--- src/rtl/alu4_pkg.sv ---
// Shared types for the ALU4 operand-issue stage: ctl codes, FSM states and the queued op record.
package alu4_pkg;

  localparam logic [2:0] CTL_ADD  = 3'b000;
  localparam logic [2:0] CTL_AND  = 3'b001;
  localparam logic [2:0] CTL_OR   = 3'b010;
  localparam logic [2:0] CTL_XNOR = 3'b011;
  localparam logic [2:0] CTL_SUB  = 3'b100;

  typedef enum logic [1:0] {
    ST_IDLE = 2'd0,
    ST_EXEC = 2'd1,
    ST_HOLD = 2'd2
  } state_e;

  typedef struct packed {
    logic [3:0] a;
    logic [3:0] b;
    logic [2:0] ctl;
    logic       use_acc;
  } op_t;

endpackage

--- src/rtl/alu4_op_fifo.sv ---
// Op queue, DEPTH entries (power of two); head visible combinationally, 1-cycle push-to-head latency.
// Push is refused while full, even when a pop happens in the same cycle (no pass-through).
module alu4_op_fifo
  import alu4_pkg::*;
#(
  parameter int DEPTH = 2
) (
  input  logic clk,
  input  logic rst_n,
  input  logic push_i,
  input  op_t  push_dat_i,
  input  logic pop_i,
  output op_t  head_o,
  output logic full_o,
  output logic empty_o
);

  localparam int AW = (DEPTH > 1) ? $clog2(DEPTH) : 1;
  localparam int CW = AW + 1;

  op_t           mem_q [DEPTH];
  logic [AW-1:0] wr_ptr_q, rd_ptr_q;
  logic [CW-1:0] count_q, count_d;
  logic          push_ok, pop_ok;

  assign full_o  = (count_q == CW'(DEPTH));
  assign empty_o = (count_q == '0);
  assign push_ok = push_i && !full_o;
  assign pop_ok  = pop_i && !empty_o;
  assign head_o  = mem_q[rd_ptr_q];

  always_comb begin
    count_d = count_q;
    case ({push_ok, pop_ok})
      2'b10:   count_d = count_q + CW'(1);
      2'b01:   count_d = count_q - CW'(1);
      default: count_d = count_q;
    endcase
  end

  // Pointers wrap for free because DEPTH is a power of two.
  always_ff @(posedge clk or negedge rst_n) begin
    if (!rst_n) begin
      wr_ptr_q <= '0;
      rd_ptr_q <= '0;
      count_q  <= '0;
    end else begin
      count_q <= count_d;
      if (push_ok) wr_ptr_q <= wr_ptr_q + AW'(1);
      if (pop_ok)  rd_ptr_q <= rd_ptr_q + AW'(1);
    end
  end

  always_ff @(posedge clk) begin
    if (push_ok) mem_q[wr_ptr_q] <= push_dat_i;
  end

endmodule

--- src/rtl/alu4_op_stage.sv ---
// Issue stage for ALU4: accept->valid 2 edges, one result per 2 cycles; result held while !out_ready.
// ALU4_OP_ACC_EN builds the accumulator that can stand in for operand a.
module alu4_op_stage
  import alu4_pkg::*;
#(
  parameter int DEPTH = 2
) (
  input  logic       clk,
  input  logic       rst_n,
  input  logic       in_valid,
  output logic       in_ready,
  input  logic [3:0] in_a,
  input  logic [3:0] in_b,
  input  logic [2:0] in_ctl,
  input  logic       in_use_acc,
  output logic [3:0] alu_a,
  output logic [3:0] alu_b,
  output logic [2:0] alu_ctl,
  input  logic [3:0] alu_z,
  output logic       out_valid,
  input  logic       out_ready,
  output logic [3:0] out_z,
  output logic       out_zero,
  output logic [2:0] out_ctl,
  output logic [3:0] acc
);

  state_e     state_q, state_d;
  op_t        push_dat, head;
  logic       full, empty, pop;
  logic [3:0] op_a;
  logic [3:0] alu_a_q, alu_b_q, out_z_q;
  logic [2:0] alu_ctl_q, out_ctl_q;
  logic       out_zero_q;

  assign push_dat = '{a: in_a, b: in_b, ctl: in_ctl, use_acc: in_use_acc};

  alu4_op_fifo #(.DEPTH(DEPTH)) u_fifo (
    .clk        (clk),
    .rst_n      (rst_n),
    .push_i     (in_valid),
    .push_dat_i (push_dat),
    .pop_i      (pop),
    .head_o     (head),
    .full_o     (full),
    .empty_o    (empty)
  );

`ifdef ALU4_OP_ACC_EN
  logic [3:0] acc_q;

  // acc is written at the capture edge, so a pop from HOLD already sees the chained value.
  assign op_a = head.use_acc ? acc_q : head.a;
  assign acc  = acc_q;

  always_ff @(posedge clk or negedge rst_n) begin
    if (!rst_n)                  acc_q <= '0;
    else if (state_q == ST_EXEC) acc_q <= alu_z;
  end
`else
  logic unused_use_acc;

  assign unused_use_acc = head.use_acc;
  assign op_a           = head.a;
  assign acc            = 4'h0;
`endif

  always_comb begin
    state_d = state_q;
    pop     = 1'b0;
    case (state_q)
      ST_IDLE: if (!empty) begin
        pop     = 1'b1;
        state_d = ST_EXEC;
      end
      ST_EXEC: state_d = ST_HOLD;
      ST_HOLD: if (out_ready) begin
        pop     = !empty;
        state_d = empty ? ST_IDLE : ST_EXEC;
      end
      default: state_d = ST_IDLE;
    endcase
  end

  // The operand register doubles as the ALU drive, so alu_* only move on a pop.
  always_ff @(posedge clk or negedge rst_n) begin
    if (!rst_n) begin
      state_q    <= ST_IDLE;
      alu_a_q    <= '0;
      alu_b_q    <= '0;
      alu_ctl_q  <= CTL_ADD;
      out_z_q    <= '0;
      out_zero_q <= 1'b0;
      out_ctl_q  <= CTL_ADD;
    end else begin
      state_q <= state_d;
      if (pop) begin
        alu_a_q   <= op_a;
        alu_b_q   <= head.b;
        alu_ctl_q <= head.ctl;
      end
      if (state_q == ST_EXEC) begin
        out_z_q    <= alu_z;
        out_zero_q <= (alu_z == 4'h0);
        out_ctl_q  <= alu_ctl_q;
      end
    end
  end

  assign in_ready  = !full;
  assign alu_a     = alu_a_q;
  assign alu_b     = alu_b_q;
  assign alu_ctl   = alu_ctl_q;
  assign out_valid = (state_q == ST_HOLD);
  assign out_z     = out_z_q;
  assign out_zero  = out_zero_q;
  assign out_ctl   = out_ctl_q;

endmodule

--- config.mk ---
export PLATFORM = sky130hd
export DESIGN_NAME = alu4_op_stage
export DESIGN_NICKNAME = d
export VERILOG_FILES = /design/src/rtl/alu4_pkg.sv /design/src/rtl/alu4_op_fifo.sv /design/src/rtl/alu4_op_stage.sv
export SDC_FILE = /design/constraint.sdc
export NUM_CORES = 1
export LEC_CHECK = 0
export ABC_AREA = 0
export CAP_MARGIN = 20
export CORE_MARGIN = 5
export CORE_UTILIZATION = 54
export DETAILED_ROUTE_END_ITERATION = 12
export DONT_BUFFER_PORTS = 1
export MAX_ROUTING_LAYER = met4
export PLACE_DENSITY = 0.69
export SYNTH_ARGS = -nofsm -noshare
export SYNTH_HDL_FRONTEND = slang
export SYNTH_SLANG_ARGS = --single-unit
--- constraint.sdc ---
create_clock -name clk -period 2.71 [get_ports clk]
set_input_delay 0.542 -clock clk [delete_from_list [all_inputs] [get_ports clk]]
set_output_delay 0.542 -clock clk [all_outputs]
set_load 0.05 [all_outputs]
==> impl_results.md, run 1 <==
- Status: complete, no violations
- Final nets: 135
- Post-CTS Setup Bufs: 0
- Global-route wire length before repair: 4370 µm
- Clock latency on the worst-skew pair: 350 ps
- # IOs: 45
- Chip width: 68.8 µm
- Die area: 4740 µm²
- Flops & latches, synth: 47
- Routed len/inst: 17.1 µm
- Min Tclk post-route: 1850 ps
- Critical Path Source Type: flop
- Leading area contributor after synthesis: edfxtp_1
- Measured slew at the worst slew-check pin: approximately 530 ps
- CTS tree: done
- Initial DRC Count: 31
- Clock Skews: slightly below 7 ps
- EDFF count, synth: 22
- Grt total ovfl: 0
- Syn Std Cell Area: between 1500 and 2000 µm²
- Post_cts resized: 0
- Port Buf Inserts: 0
- Die Ht: 68.8 µm
- Ys async rst share: 53.2%
- Antenna violations before repair: 0
- CTS Buf Count: 5
- Vias: 848
- Final setup vio count: 0
- Cell with the most instances after synthesis: dfrtp_1
- Register area share after synthesis: a little under 70%
- Final Routed Wirelength: 2760 µm
- Largest net degree at the start of global routing: 26
- Max-slew violation count: 0
- Hold Crit Class: in2reg
- Yosys cell types: 22
- Htree depth: 2
- Root buffer cell: clkbuf_4
- CTS max path bufs: 2
- Row cnt: 21
- Routed vias/inst: between 5 and 6
- Yosys top cell area share: 35.4%
- Sink Count: 47
- Util after Layout: between 50% and 60%
- MaxCap Viol Count: 0
- Ys flop type: dfrtp_1
- Hold Path Stages: 0
- Routability Congestion: around 0.69
- RSZ-0062 raised after global routing: false
- CP Max Fanout: 4
- Antenna Nets Post-Route: 0
- Clk slew on worst S/H paths: around 120 ps
- Post-route DRC: 0
- Synth cell count leaders: dfrtp_1, edfxtp_1, mux2_2
- Vias in the first global route: about 940
- Crit. End Element: output pin
- Total Routing Usage GR: 14.0%
- Final Hold Fails: 0
- Register-to-Register Path Depth: 5
- # diodes: 0
- Pre-antenna DRT Iters: 2
- Fmax achieved: 542 MHz
- Syn_area_per_cell: 17.6 µm²
- Share of cells above drive strength 1: 36.5%
- Relative slew slack: 64.6%
- Worst setup path category: reg2out
- Core footprint: 3340 µm²
- WP data required: 2170 ps
- Post-Synthesis Cells: 106
- Synth warn: 0
- Fin Setup TNS: 0 ps
- Synth top area cells: edfxtp_1, dfrtp_1, mux2_2
- Data arrival, critical path: 1300 ps
- Final Cycle Share: 68.1%
- Hold_buf cts: 2
- Starting density of the core: a little under three fifths
- Post-DP HPWL: 1960 µm
- Area grow syn2layout: 6.30%
[metal layers]
layer  GRT usage (%)  up-vias  part of all wire [%]
met1            14.1      420                    35
li1                -      385                     -
met5               -        -                     0
met3            7.29        6                    10
met4            6.57        0                   2.1
met2            22.5       37                    52
[area by class of cell]
cell class	count	area [µm²]
fillers	258	1350
flip-flops and latches	47	1290
multi-input cells	54	527
well taps	46	57.6
clock buffers	7	55.1
repair buffers	5	52.6
clock inverters	1	3.75
inverters	1	3.75
[stage by stage]
stage          hold WS, ps  instance area [µm²]  instances  setup WS [ps]
2_1_floorplan          246                 1880        109            742
3_3_place_gp           247                 1900        151           1000
3_5_place_dp           247                 1900        151            981
4_1_cts                257                 1990        161            842
5_1_grt                232                 1990        161            757
6_report               277                 1990        161            865
[worst max-delay path: stages (launching register included)]
cell	delay, ps
dfrtp_1	450
nand2b_1	180
inv_1	330
[layout by cell type, fill, tap and decap left out, drive strengths merged]
cell type     n
mux2         29
dfrtp        25
edfxtp       22
clkbuf        7
conb          4
buf           4
nand2b        3
xnor2         3
nor2          3
nand2         2
xor2          2
o21ai         2
nor3          2
inv           1
nor2b         1
and3          1
or4           1
ha            1
clkinv        1
dlygate4sd3   1
[logic make-up (layout without fill, tap and decap cells)]
family          after synthesis  after routing  synth area share (%)
compound gates                2              2                 0.536
xor+xnor                      5              5                  2.34
fa+ha+maj                     1              1                 0.670
buf+inv                       8             14                  3.55
flops                        47             47                  68.9
mux                          29             29                  19.1
other cells                   1              4                 0.201
simple gates                 13             13                  4.76
[state kept, by name, summed over array words and instances, names as in the netlist, 2 cells and up]
register        count
state_q             2
u_fifo.count_q      2
out_ctl             3
u_fifo.mem_q       22
alu_a               4
alu_b               4
out_z               4
alu_ctl             3
[worst paths after layout]
check	start	to	slack, ps
worst max-delay path	state_q[0]$_DFFE_PN0P_	out_valid	860
worst min-delay path	in_a[2]	u_fifo.mem_q[0][10]$_DFFE_PP_	280
worst max register to register	state_q[1]$_DFFE_PN0P_	u_fifo.count_q[1]$_DFFE_PN0P_	1030
worst min register to register	u_fifo.wr_ptr_q$_DFFE_PN0N_	u_fifo.wr_ptr_q$_DFFE_PN0N_	520
max in group asynchronous	rst_n	alu_b[0]$_DFFE_PN0P_	1960
min in group asynchronous	rst_n	out_ctl[1]$_DFFE_PN0N_	610
Power of run 1 is left out: the tool's default activity adds up to more than one toggle a clock period on the data nets, which glitch-free logic cannot reach.
==> run 2: changes to the inputs <==
==> constraint.sdc (replaced) <==
create_clock -name clk -period 1.9 [get_ports clk]
set_input_delay 0.38 -clock clk [delete_from_list [all_inputs] [get_ports clk]]
set_output_delay 0.38 -clock clk [all_outputs]
set_load 0.05 [all_outputs]
==> impl_results.md, run 2 (synthesized netlist as in run 1, its figures left out) <==
- Hold Path Stages: 0 (unchanged)
- Relative slew slack: 64.0% (-0.61 points)
- Fmax achieved: 595 MHz
- Clock Skews: 10.1 ps (+3.25 ps)
- Final Hold Fails: 0 (unchanged)
- Max-slew violation count: 0 (unchanged)
- Chip width: 68.8 µm (unchanged)
- Worst reg2reg startpoint: u_fifo.count_q[0]$_DFFE_PN0P_
- CP Max Fanout: 4 (unchanged)
- Fin Setup TNS: 0 ps (unchanged)
- Antenna Nets Post-Route: 0 (unchanged)
- Placed insts: 152 (+0.66%)
- Final setup vio count: 0 (unchanged)
- Worst setup path category: reg2out
- Status: complete, no violations
- CTS tree: done
- Measured slew at the worst slew-check pin: 539 ps (+9.11 ps)
- CTS max path bufs: 2 (unchanged)
- Most common cell after layout, fill and taps aside: dfrtp_1
- Root buffer cell: clkbuf_4
- Critical Path Source Type: flop
- Global-route wire length before repair: 4340 µm (-0.62%)
- Final Cycle Share: between 80% and 90%
- Register bank with the most flops: u_fifo.mem_q
- Register-to-Register Path Depth: 4 (-1)
- Post_cts resized: 0 (unchanged)
- RSZ-0062 raised after global routing: false
- Commonest cells after routing, fill and taps aside: dfrtp_1, edfxtp_1, mux2_2
- Min Tclk post-route: 1680 ps
- Data arrival, critical path: 1300 ps (about the same)
- MaxCap Viol Count: 0 (unchanged)
- Final nets: 136 (+0.74%)
- # IOs: 45 (unchanged)
- # diodes: 0 (unchanged)
- Die area: 4740 µm² (unchanged)
- Final Routed Wirelength: 2670 µm (-3.3%)
- Largest register FFs: 22 (unchanged)
- Vias: 826 (-2.6%)
- Largest net degree at the start of global routing: 26 (unchanged)
- Routed len/inst: 16.5 µm (-3.9%)
- Starting density of the core: 56.0% (unchanged)
- Post-CTS Setup Bufs: 0 (unchanged)
- Port Buf Inserts: 0 (unchanged)
- Area grow syn2layout: 7.03%
- Post-route DRC: 0 (unchanged)
- R2R setup slack: 390 ps (-640 ps)
- Hold Crit Class: in2reg
- Non-Filler Instances: 162 (+0.62%)
- Core footprint: 3340 µm² (unchanged)
- Clk slew on worst S/H paths: 120 ps (about the same)
- Worst setup path start: state_q[0]$_DFFE_PN0P_
- Post-DP HPWL: 1940 µm (-1.1%)
- Pre-antenna DRT Iters: 4 (+2)
- Antenna violations before repair: 0 (unchanged)
- Fill cells: 273 (+5.8%)
- Register area: 1290 µm² (unchanged)
- Htree depth: 2 (unchanged)
- Die Ht: 68.8 µm (unchanged)
- Crit. End Element: output pin
- Sink Count: 47 (unchanged)
- Total Routing Usage GR: 13.9% (-0.087 points)
- Multi-input gate area: 529 µm² (+0.48%)
- Clock latency on the worst-skew pair: 350 ps (about the same)
- Share of cells above drive strength 1: 38.8% (+2.3 points)
- WP data required: 1520 ps (-650 ps)
- CTS Buf Count: 5 (unchanged)
- Initial DRC Count: 55 (+77%)
- Row cnt: 21 (unchanged)
- Routed vias/inst: 5.10 (-3.2%)
- Vias in the first global route: 951 (+1.7%)
- Hold_sp: in_a[0]
- Grt total ovfl: 0 (unchanged)
- Routability Congestion: 0.711 (+2.9%)
==> run 2: changes by cell type in the layout (fill, tap and decap cells not counted), sizes merged <==
cell | previous run | this run
buf | 4 | 5
clkinvlp | 0 | 1
clkbuf | 7 | 6
==> run 2: per-layer routing <==
metal,global-route usage [%],up-vias,part of all wire [%]
li1,-,384,-
met3,4.54,6,8.4
met4,8.03,0,2.3
met5,-,-,0
met1,13.8,407,36
met2,24.0,29,53
==> run 2: path summary, 6_finish.rpt <==
check,to
max in group asynchronous,u_fifo.count_q[1]$_DFFE_PN0P_
hold / removal,u_fifo.mem_q[1][8]$_DFFE_PP_
min in group asynchronous,out_ctl[2]$_DFFE_PN0N_
hold reg to reg,u_fifo.wr_ptr_q$_DFFE_PN0N_
setup reg to reg,u_fifo.mem_q[0][2]$_DFFE_PP_
setup / recovery,out_valid
==> run 2: worst max-delay path, cell delays in order, from the launching register on <==
cell and delay (ps):
dfrtp_1 450, nand2b_1 180, inv_1 320
==> run 2: cell type report <==
type / instances / share of cell area [%]
clock buffers: 6 / 2.57
clock inverters: 2 / 0.563
inverters: 1 / 0.188
multi-input cells: 54 / 26.5
flip-flops and latches: 47 / 64.3
well taps: 46 / 2.88
repair buffers: 6 / 3.00
==> run 2: repair_timing <==
action                                 4_1_cts  5_1_grt
setup endpoints to repair                    0        0
endpoints found under the hold margin       25        0
hold buffers                                 2        0
==> run 2: metrics by stage <==
| step | instance area, µm² | setup slack (ps) | util (%) | hold WS (ps) |
|---|---|---|---|---|
| 4_1_cts | 2000 | 190 | 59.9 | 91.9 |
| 3_5_place_dp | 1910 | 369 | 57.1 | 85.2 |
| 5_1_grt | 2000 | 105 | 59.9 | 78.8 |
| 3_3_place_gp | 1910 | 409 | 57.1 | 85.1 |
| 2_1_floorplan | 1880 | 109 | - | 84.4 |
| 6_report | 2000 | 220 | 59.9 | 112 |
Power of run 2 is left out for the same reason.
